==> config.mk <==
export PLATFORM = sky130hd
export DESIGN_NAME = cue_shot_controller_flat
export DESIGN_NICKNAME = d
export VERILOG_FILES = /design/src/rtl/cue_pkg.sv /design/src/rtl/cue_shot_controller_if.sv /design/src/rtl/sample_divider.sv /design/src/rtl/cue_shot_controller.sv /design/src/flat_wrapper.sv
export SDC_FILE = /design/constraint.sdc
export NUM_CORES = 1
export LEC_CHECK = 0
export BUFFER_PORTS_ARGS = -buffer_cell sky130_fd_sc_hd__buf_2
export CORE_MARGIN = 3
export CORE_UTILIZATION = 55
export DETAILED_ROUTE_END_ITERATION = 10
export MAX_ROUTING_LAYER = met4
export PLACE_DENSITY = 0.76
export SLEW_MARGIN = 30
export SYNTH_ARGS = -nofsm -noshare
export SYNTH_HDL_FRONTEND = slang
export SYNTH_SLANG_ARGS = --single-unit
==> constraint.sdc <==
create_clock -name clk -period 2.86 [get_ports clk]
set_clock_uncertainty 0.05 [all_clocks]
set_input_delay 0.429 -clock clk [delete_from_list [all_inputs] [get_ports clk]]
set_output_delay 0.429 -clock clk [all_outputs]
set_load 0.05 [all_outputs]
==> src/rtl/cue_pkg.sv <==
// rtl/cue_pkg.sv - shared state encoding and level width for the cue shot path
package cue_pkg;

  localparam int LVL_W       = 5;
  localparam int DEF_MAX_LVL = 11;

  typedef enum logic [2:0] {
    ST_IDLE     = 3'd0,
    ST_ARMED    = 3'd1,
    ST_SWING    = 3'd2,
    ST_HOLD     = 3'd3,
    ST_COOLDOWN = 3'd4
  } state_t;

endpackage

==> src/rtl/cue_shot_controller_if.sv <==
// rtl/cue_shot_controller_if.sv - game-side signal bundle for the cue shot controller
interface cue_shot_controller_if;
  import cue_pkg::*;

  logic             arm;
  logic [LVL_W-1:0] speed_level;
  logic             level_valid;
  logic             shot_ack;
  logic             sample_en;
  logic             shot_valid;
  logic [LVL_W-1:0] shot_power;
  logic [2:0]       state;
  logic             timeout;

  // Game/physics side: drives arm, levels and ack; observes the shot
  modport master (
    output arm, speed_level, level_valid, shot_ack,
    input  sample_en, shot_valid, shot_power, state, timeout
  );

  // Controller side
  modport slave (
    input  arm, speed_level, level_valid, shot_ack,
    output sample_en, shot_valid, shot_power, state, timeout
  );

endinterface

==> src/rtl/sample_divider.sv <==
// rtl/sample_divider.sv - free-running divider emitting a one-cycle sample strobe
module sample_divider #(
  parameter int SAMPLE_DIV = 9
) (
  input  logic clk,
  input  logic rst_n,
  output logic sample_en
);

  localparam int DIV_W = $clog2(SAMPLE_DIV + 1);

  logic [DIV_W-1:0] r_div;
  logic             r_sample_en;

  // Count 0..SAMPLE_DIV-1 and register the strobe on the terminal count
  always_ff @(posedge clk or negedge rst_n) begin
    if (!rst_n) begin
      r_div       <= '0;
      r_sample_en <= 1'b0;
    end else begin
      r_sample_en <= (r_div == DIV_W'(SAMPLE_DIV - 1));
      if (r_div == DIV_W'(SAMPLE_DIV - 1)) begin
        r_div <= '0;
      end else begin
        r_div <= r_div + 1'b1;
      end
    end
  end

  assign sample_en = r_sample_en;

endmodule

==> src/rtl/cue_shot_controller.sv <==
// rtl/cue_shot_controller.sv - swing detection, peak capture and shot handshake
module cue_shot_controller
  import cue_pkg::*;
#(
  parameter int SAMPLE_DIV       = 9,
  parameter int START_LVL        = 4,
  parameter int END_LVL          = 2,
  parameter int QUIET_SAMPLES    = 3,
  parameter int MAX_SWING        = 32,
  parameter int COOLDOWN_SAMPLES = 16,
  parameter int MAX_LVL          = DEF_MAX_LVL
) (
  input logic                  clk,
  input logic                  rst_n,
  cue_shot_controller_if.slave shot_if
);

  localparam int QW = $clog2(QUIET_SAMPLES + 1);
  localparam int SW = $clog2(MAX_SWING + 1);
  localparam int CW = $clog2(COOLDOWN_SAMPLES + 1);

  state_t           r_state;
  logic [LVL_W-1:0] r_peak;
  logic [QW-1:0]    r_quiet_cnt;
  logic [SW-1:0]    r_swing_cnt;
  logic [CW-1:0]    r_cd_cnt;
  logic             r_shot_valid;
  logic [LVL_W-1:0] r_shot_power;
  logic             r_timeout;

  logic             w_sample_en;
  logic [LVL_W-1:0] w_lvl;
  logic [LVL_W-1:0] w_peak_next;
  logic [QW-1:0]    w_quiet_next;
  logic [SW-1:0]    w_swing_next;
  logic [CW-1:0]    w_cd_next;

  sample_divider #(
    .SAMPLE_DIV(SAMPLE_DIV)
  ) u_sample_divider (
    .clk      (clk),
    .rst_n    (rst_n),
    .sample_en(w_sample_en)
  );

  // Clamp the incoming level and precompute the per-sample counter updates
  always_comb begin
    w_lvl        = (shot_if.speed_level > LVL_W'(MAX_LVL)) ? LVL_W'(MAX_LVL) : shot_if.speed_level;
    w_peak_next  = (w_lvl > r_peak) ? w_lvl : r_peak;
    w_quiet_next = (w_lvl < LVL_W'(END_LVL)) ? (r_quiet_cnt + 1'b1) : '0;
    w_swing_next = r_swing_cnt + 1'b1;
    w_cd_next    = r_cd_cnt + 1'b1;
  end

  // Shot sequencing FSM with registered outputs
  always_ff @(posedge clk or negedge rst_n) begin
    if (!rst_n) begin
      r_state      <= ST_IDLE;
      r_peak       <= '0;
      r_quiet_cnt  <= '0;
      r_swing_cnt  <= '0;
      r_cd_cnt     <= '0;
      r_shot_valid <= 1'b0;
      r_shot_power <= '0;
      r_timeout    <= 1'b0;
    end else begin
      case (r_state)
        ST_IDLE: begin
          if (shot_if.arm) begin
            r_state <= ST_ARMED;
          end
        end
        ST_ARMED: begin
          // Disarm beats a start sample arriving in the same cycle
          if (!shot_if.arm) begin
            r_state <= ST_IDLE;
          end else if (shot_if.level_valid && (w_lvl >= LVL_W'(START_LVL))) begin
            r_state     <= ST_SWING;
            r_peak      <= w_lvl;
            r_quiet_cnt <= '0;
            r_swing_cnt <= SW'(1);
            r_timeout   <= 1'b0;
          end
        end
        ST_SWING: begin
          // Once started, the swing always completes regardless of arm
          if (shot_if.level_valid) begin
            r_peak      <= w_peak_next;
            r_quiet_cnt <= w_quiet_next;
            r_swing_cnt <= w_swing_next;
            if (w_quiet_next == QW'(QUIET_SAMPLES)) begin
              r_state      <= ST_HOLD;
              r_shot_valid <= 1'b1;
              r_shot_power <= w_peak_next;
            end else if (w_swing_next == SW'(MAX_SWING)) begin
              r_state      <= ST_HOLD;
              r_shot_valid <= 1'b1;
              r_shot_power <= w_peak_next;
              r_timeout    <= 1'b1;
            end
          end
        end
        ST_HOLD: begin
          if (shot_if.shot_ack && r_shot_valid) begin
            r_state      <= ST_COOLDOWN;
            r_shot_valid <= 1'b0;
            r_cd_cnt     <= '0;
          end
        end
        ST_COOLDOWN: begin
          if (shot_if.level_valid) begin
            r_cd_cnt <= w_cd_next;
            if (w_cd_next == CW'(COOLDOWN_SAMPLES)) begin
              r_state <= ST_IDLE;
            end
          end
        end
        default: begin
          r_state <= ST_IDLE;
        end
      endcase
    end
  end

  assign shot_if.sample_en  = w_sample_en;
  assign shot_if.shot_valid = r_shot_valid;
  assign shot_if.shot_power = r_shot_power;
  assign shot_if.state      = r_state;
  assign shot_if.timeout    = r_timeout;

endmodule

==> src/flat_wrapper.sv <==
// flat-port wrapper written by rule: the top's interface ports become plain ports
module cue_shot_controller_flat import cue_pkg::*;
#(
  parameter int SAMPLE_DIV       = 9,
  parameter int START_LVL        = 4,
  parameter int END_LVL          = 2,
  parameter int QUIET_SAMPLES    = 3,
  parameter int MAX_SWING        = 32,
  parameter int COOLDOWN_SAMPLES = 16,
  parameter int MAX_LVL          = DEF_MAX_LVL
)
  (clk, rst_n, shot_if_arm, shot_if_speed_level, shot_if_level_valid, shot_if_shot_ack, shot_if_sample_en, shot_if_shot_valid, shot_if_shot_power, shot_if_state, shot_if_timeout);
  cue_shot_controller_if shot_if_i ();
  input logic clk;
  input logic rst_n;
  input wire logic [$bits(shot_if_i.arm)-1:0] shot_if_arm;
  input wire logic [$bits(shot_if_i.speed_level)-1:0] shot_if_speed_level;
  input wire logic [$bits(shot_if_i.level_valid)-1:0] shot_if_level_valid;
  input wire logic [$bits(shot_if_i.shot_ack)-1:0] shot_if_shot_ack;
  output wire logic [$bits(shot_if_i.sample_en)-1:0] shot_if_sample_en;
  output wire logic [$bits(shot_if_i.shot_valid)-1:0] shot_if_shot_valid;
  output wire logic [$bits(shot_if_i.shot_power)-1:0] shot_if_shot_power;
  output wire logic [$bits(shot_if_i.state)-1:0] shot_if_state;
  output wire logic [$bits(shot_if_i.timeout)-1:0] shot_if_timeout;
  assign shot_if_i.arm = shot_if_arm;
  assign shot_if_i.speed_level = shot_if_speed_level;
  assign shot_if_i.level_valid = shot_if_level_valid;
  assign shot_if_i.shot_ack = shot_if_shot_ack;
  assign shot_if_sample_en = shot_if_i.sample_en;
  assign shot_if_shot_valid = shot_if_i.shot_valid;
  assign shot_if_shot_power = shot_if_i.shot_power;
  assign shot_if_state = shot_if_i.state;
  assign shot_if_timeout = shot_if_i.timeout;
  cue_shot_controller #(.SAMPLE_DIV(SAMPLE_DIV), .START_LVL(START_LVL), .END_LVL(END_LVL), .QUIET_SAMPLES(QUIET_SAMPLES), .MAX_SWING(MAX_SWING), .COOLDOWN_SAMPLES(COOLDOWN_SAMPLES), .MAX_LVL(MAX_LVL)) u_core (.clk(clk), .rst_n(rst_n), .shot_if(shot_if_i));
endmodule
==> impl.org <==
** Drt
- After detailed routing, the average wire length per cell comes to 14.7 um.
- Final wirelength :: 3700 um
- After detailed routing, the number of vias per cell comes to 5.74.
- Total DRC errors in the routed layout :: 0
- The count of nets left with antenna violations once routing finished came out at 0.
- After the first detailed-routing iteration, the DRC count stood at 42.
- The pre-antenna-repair detailed-routing pass consisted of 4 iterations.
- The routed layout has between 1000 and 1500 vias.

** Synthesis
- In this run, synthesis produced a sequential element count of 33.
- Ranked by total cell area, the synthesized netlist is headed by dfrtp_1, ha_1, mux2_1, nand2_1, o21ai_1.
- Number of enable-type register cells in the synthesized netlist :: 0
- The synthesized design spends more area on one cell type than any other, namely dfrtp_1.
- The top cell type by area accounts for roughly 46% of the synthesized area.
- Main flop type after synthesis :: dfrtp_1
- Counting every net in the synthesized netlist gives 202.
- Leading cell type by number of instances after synthesis :: dfrtp_1
- Count of mapped cells out of synthesis :: 183
- Counting flops with an async set or reset pin after synthesis yields a share of 100%.
- Of the synthesized area, sequential elements account for between 40% and 50%.
- Mapped cell area :: about 1800 um^2
- Most frequent cells after synthesis :: dfrtp_1, nand2_1, o21ai_1
- Syn Area/Cell :: 9.89 um^2
- Number of unique standard cell types used by synthesis :: 41
- The Yosys step of the flow raised 0 warnings.

** Worst setup path
- Series of cell instances along the critical path :: buf_2 -> or2_2 -> nor2_1 -> ha_1 -> and4_1 -> a21oi_1 -> o31a_1 -> mux2_1 -> mux2_4
- The kind of cell with the highest combined delay along the critical path is simple AND/OR/NAND/NOR gates.
- The largest single stage delay on the critical path is approximately 370 ps.
- Master of the slowest instance on the critical path :: mux2_1
- Worst Path Max Fanout :: 6
- Following the worst setup path forward leads to its endpoint at u_core.shot_if.shot_power[0]$_DFFE_PN0P_.
- Worst flop-to-flop path endpoint :: u_core.r_peak[2]$_DFFE_PN0P_
- Crit path launch type :: input port
- Required @ worst endpoint :: 3050 ps
- Counting both buffers and inverters, the worst setup path holds a total of 1.
- Endpoint kind of the worst setup timing path :: register
- Data arrives at the worst endpoint at 2640 ps.
- The worst register-to-register path has a setup slack of 600 ps.
- Tracing the worst setup path back leads to its startpoint at shot_if_speed_level[3].
- Depth of the critical timing path with buffers and inverters included :: 9
- The worst register-to-register path begins at u_core.shot_if.state[0]$_DFFE_PN0P_.
- Worst reg-to-reg path cell count :: 5
- The worst setup path is of the input port to register kind.

** Global routing
- Met1 routing resource usage after global routing :: ~25%
- Entering global routing, the biggest net connects 34 pins.
- Global routing used 6.24% of the available met3 tracks.
- Vias in the first global route :: 1430
- Total global routing track utilization :: 21.9%
- Met2 Track Usage GR :: 36.2%
- The number of antenna violations at the first check in global routing was 0.
- Total grt overflow :: 0
- Global-route layer with the greatest usage :: met2
- Global-route wire length before repair :: roughly 6600 um

** Clock network
- Clock Pin Slew Worst Setup and Hold Paths :: 110 ps
- Cell at the root of the clock tree :: clkbuf_4
- CTS built an H-tree with a depth of 2.
- Buffers inserted to repair hold after CTS numbered 0.
- Clock latency on the worst-skew pair, taken at its later pin, is approximately 340 ps.
- Clock tree synthesis found a total of 33 sinks.
- Number of buffers added by the clock tree synthesis step :: 5
- The number of gates resized after CTS was 0.
- TritonCTS built the clock tree.
- Maximum number of buffers from clock root to sink :: 2
- Post-CTS setup repair buffer count :: 0

** Floorplan
- In this run the vertical extent of the chip is 63.4 um.
- The total area inside the core boundary comes to 3100 um^2.
- Number of primary I/O pins :: 21
- The floorplan has 20 rows.
- Overall die area :: approximately 4000 um^2
- Measured along the x axis, the die boundary spans between 60 and 70 um.
- Initial standard-cell utilization of the core :: 58.3%

** Finish
- The number of antenna diodes in the final layout is 0.
- Layout cells sized above 1 :: 17.9%
- Number of nets in the layout :: 225
- P&R area growth vs syn :: 10.3%
- After routing the design area is between 1500 and 2000 um^2.
- Filler cell count in the final layout :: 281

** Status
- Status :: finished, final reports clean

** Power
- Maximum resistive drop on vdd :: 0.371 mV
- In this run the power density over the cells is 656 nW/um^2.
- In this run the static leakage power is 0.000956 uW.

** Worst hold path
- The tightest min-delay check is of the input port to async pin type.

** STA
- Fmax achieved :: 0.408 GHz
- In this run the tightest slew margin relative to its limit is 52.7%.
- Final worst path period need :: between 2000 and 2500 ps
- Worst-Margin Slew :: between 700 and 800 ps
- After layout, the worst path uses 85.6% of the clock period.
- Summed negative setup slack over all endpoints :: 0 ps
- Final max-slew violation count :: 0
- Post-route worst setup slack :: 411 ps
- Setup violations remaining at the end of the flow were counted as 0.
- Hold is met by 67.5 ps.
- RSZ-0062 raised after global routing :: false
- The number of hold violations in the final report came to 0.

** Place
- Worst-case setup slack after placement :: 58.7 ps
- The placed instances occupy a cell area of between 1500 and 2000 um^2.
- Port Buf Inserts :: 20
- Routability-driven placement finished with a final weighted congestion of 0.897.
- Detailed placement finished with a half-perimeter wire length of 2760 um.

** Run
- Max-cap violations :: 0
[layout by cell type (no fill, tap or decap), drive strengths merged, types with 2 or more instances in the layout]
cell    Yosys  final
a21oi      10     10
nor2b       2      2
nand3b      4      4
clkinv      0      2
mux2       11     11
nor3b       3      3
xor2        3      3
ha          9      9
buf         1     20
clkbuf      3      6
and2        3      3
or3b        2      2
o21ai      21     21
mux2i       2      2
inv        11     11
nor2       11     11
and3        2      2
nand3       7      7
a31oi       4      4
dfrtp      33     33
nand2b      4      4
nand2      21     21
[where the power goes]
part / internal [uW] / leakage (uW) / total (uW) / switching [uW]
Sequential: 531 / 0.000433 / 610 / 79.5
Combinational: 172 / 0.000492 / 437 / 265
Clock: 93.6 / 0.0000320 / 261 / 167
[area by class of cell]
cell class | count | area, um^2 | area share, %
Clock inverter | 2 | 10.0 | 0.501
Inverter | 11 | 41.3 | 2.07
Sequential cell | 33 | 826 | 41.4
Clock buffer | 6 | 41.3 | 2.07
Timing Repair Buffer | 20 | 100 | 5.01
Tap cell | 44 | 55.1 | 2.76
Multi-Input combinational cell | 135 | 923 | 46.2
[sequential cells by signal, summed over array words and instances (netlist names), 2 cells and up]
| signal | count |
|---|---|
| u_core.r_swing_cnt | 6 |
| u_core.r_cd_cnt | 5 |
| u_core.r_peak | 5 |
| u_core.shot_if.shot_power | 5 |
| u_core.u_sample_divider.r_div | 4 |
| u_core.shot_if.state | 3 |
| u_core.r_quiet_cnt | 2 |
[routing by layer]
layer	up-vias	share of wire (%)
li1	695	-
met1	698	44
met2	35	49
met3	13	4.4
met4	0	2.9
met5	-	0
[worst min path at each step]
stage                                                           from                                          end  slack (ps)  depth (start not counted)
after global placement    u_core.u_sample_divider.r_div[2]$_DFF_PN0_  u_core.u_sample_divider.sample_en$_DFF_PN0_         420                          1
after detailed placement  u_core.u_sample_divider.r_div[2]$_DFF_PN0_  u_core.u_sample_divider.sample_en$_DFF_PN0_         430                          1
after global routing                                           rst_n            u_core.r_swing_cnt[0]$_DFFE_PN0P_         100                          1
final                                                          rst_n     u_core.shot_if.shot_power[4]$_DFFE_PN0P_          70                          1
after CTS                                                      rst_n     u_core.shot_if.shot_power[4]$_DFFE_PN0P_          80                          1
after floorplan                                                rst_n               u_core.r_cd_cnt[0]$_DFFE_PN0P_          80                          0
[per-stage QoR]
| stage | power, uW | std cells | utilization (%) |
|---|---|---|---|
| after global placement | 1020 | 243 | 62.7 |
| after detailed placement | 1050 | 243 | 62.7 |
| after floorplan | 945 | 183 | - |
| final | 1310 | 251 | 64.4 |
| after CTS | 1310 | 251 | 64.4 |
| after global routing | 1400 | 251 | 64.4 |
[cells by family (layout without fill, tap and decap cells)]
family,after synthesis,after routing,synth area share (%)
AO/OA/AOI/OAI,42,42,13.8
XOR/XNOR,3,3,1.45
adder cells (fa/ha/maj),9,9,6.22
buffers and inverters,15,39,3.39
flip-flops,33,33,45.6
multiplexers,13,13,8.78
other,1,1,0.207
AND/OR/NAND/NOR,67,67,20.6
(Power assumes the default switching activity.)
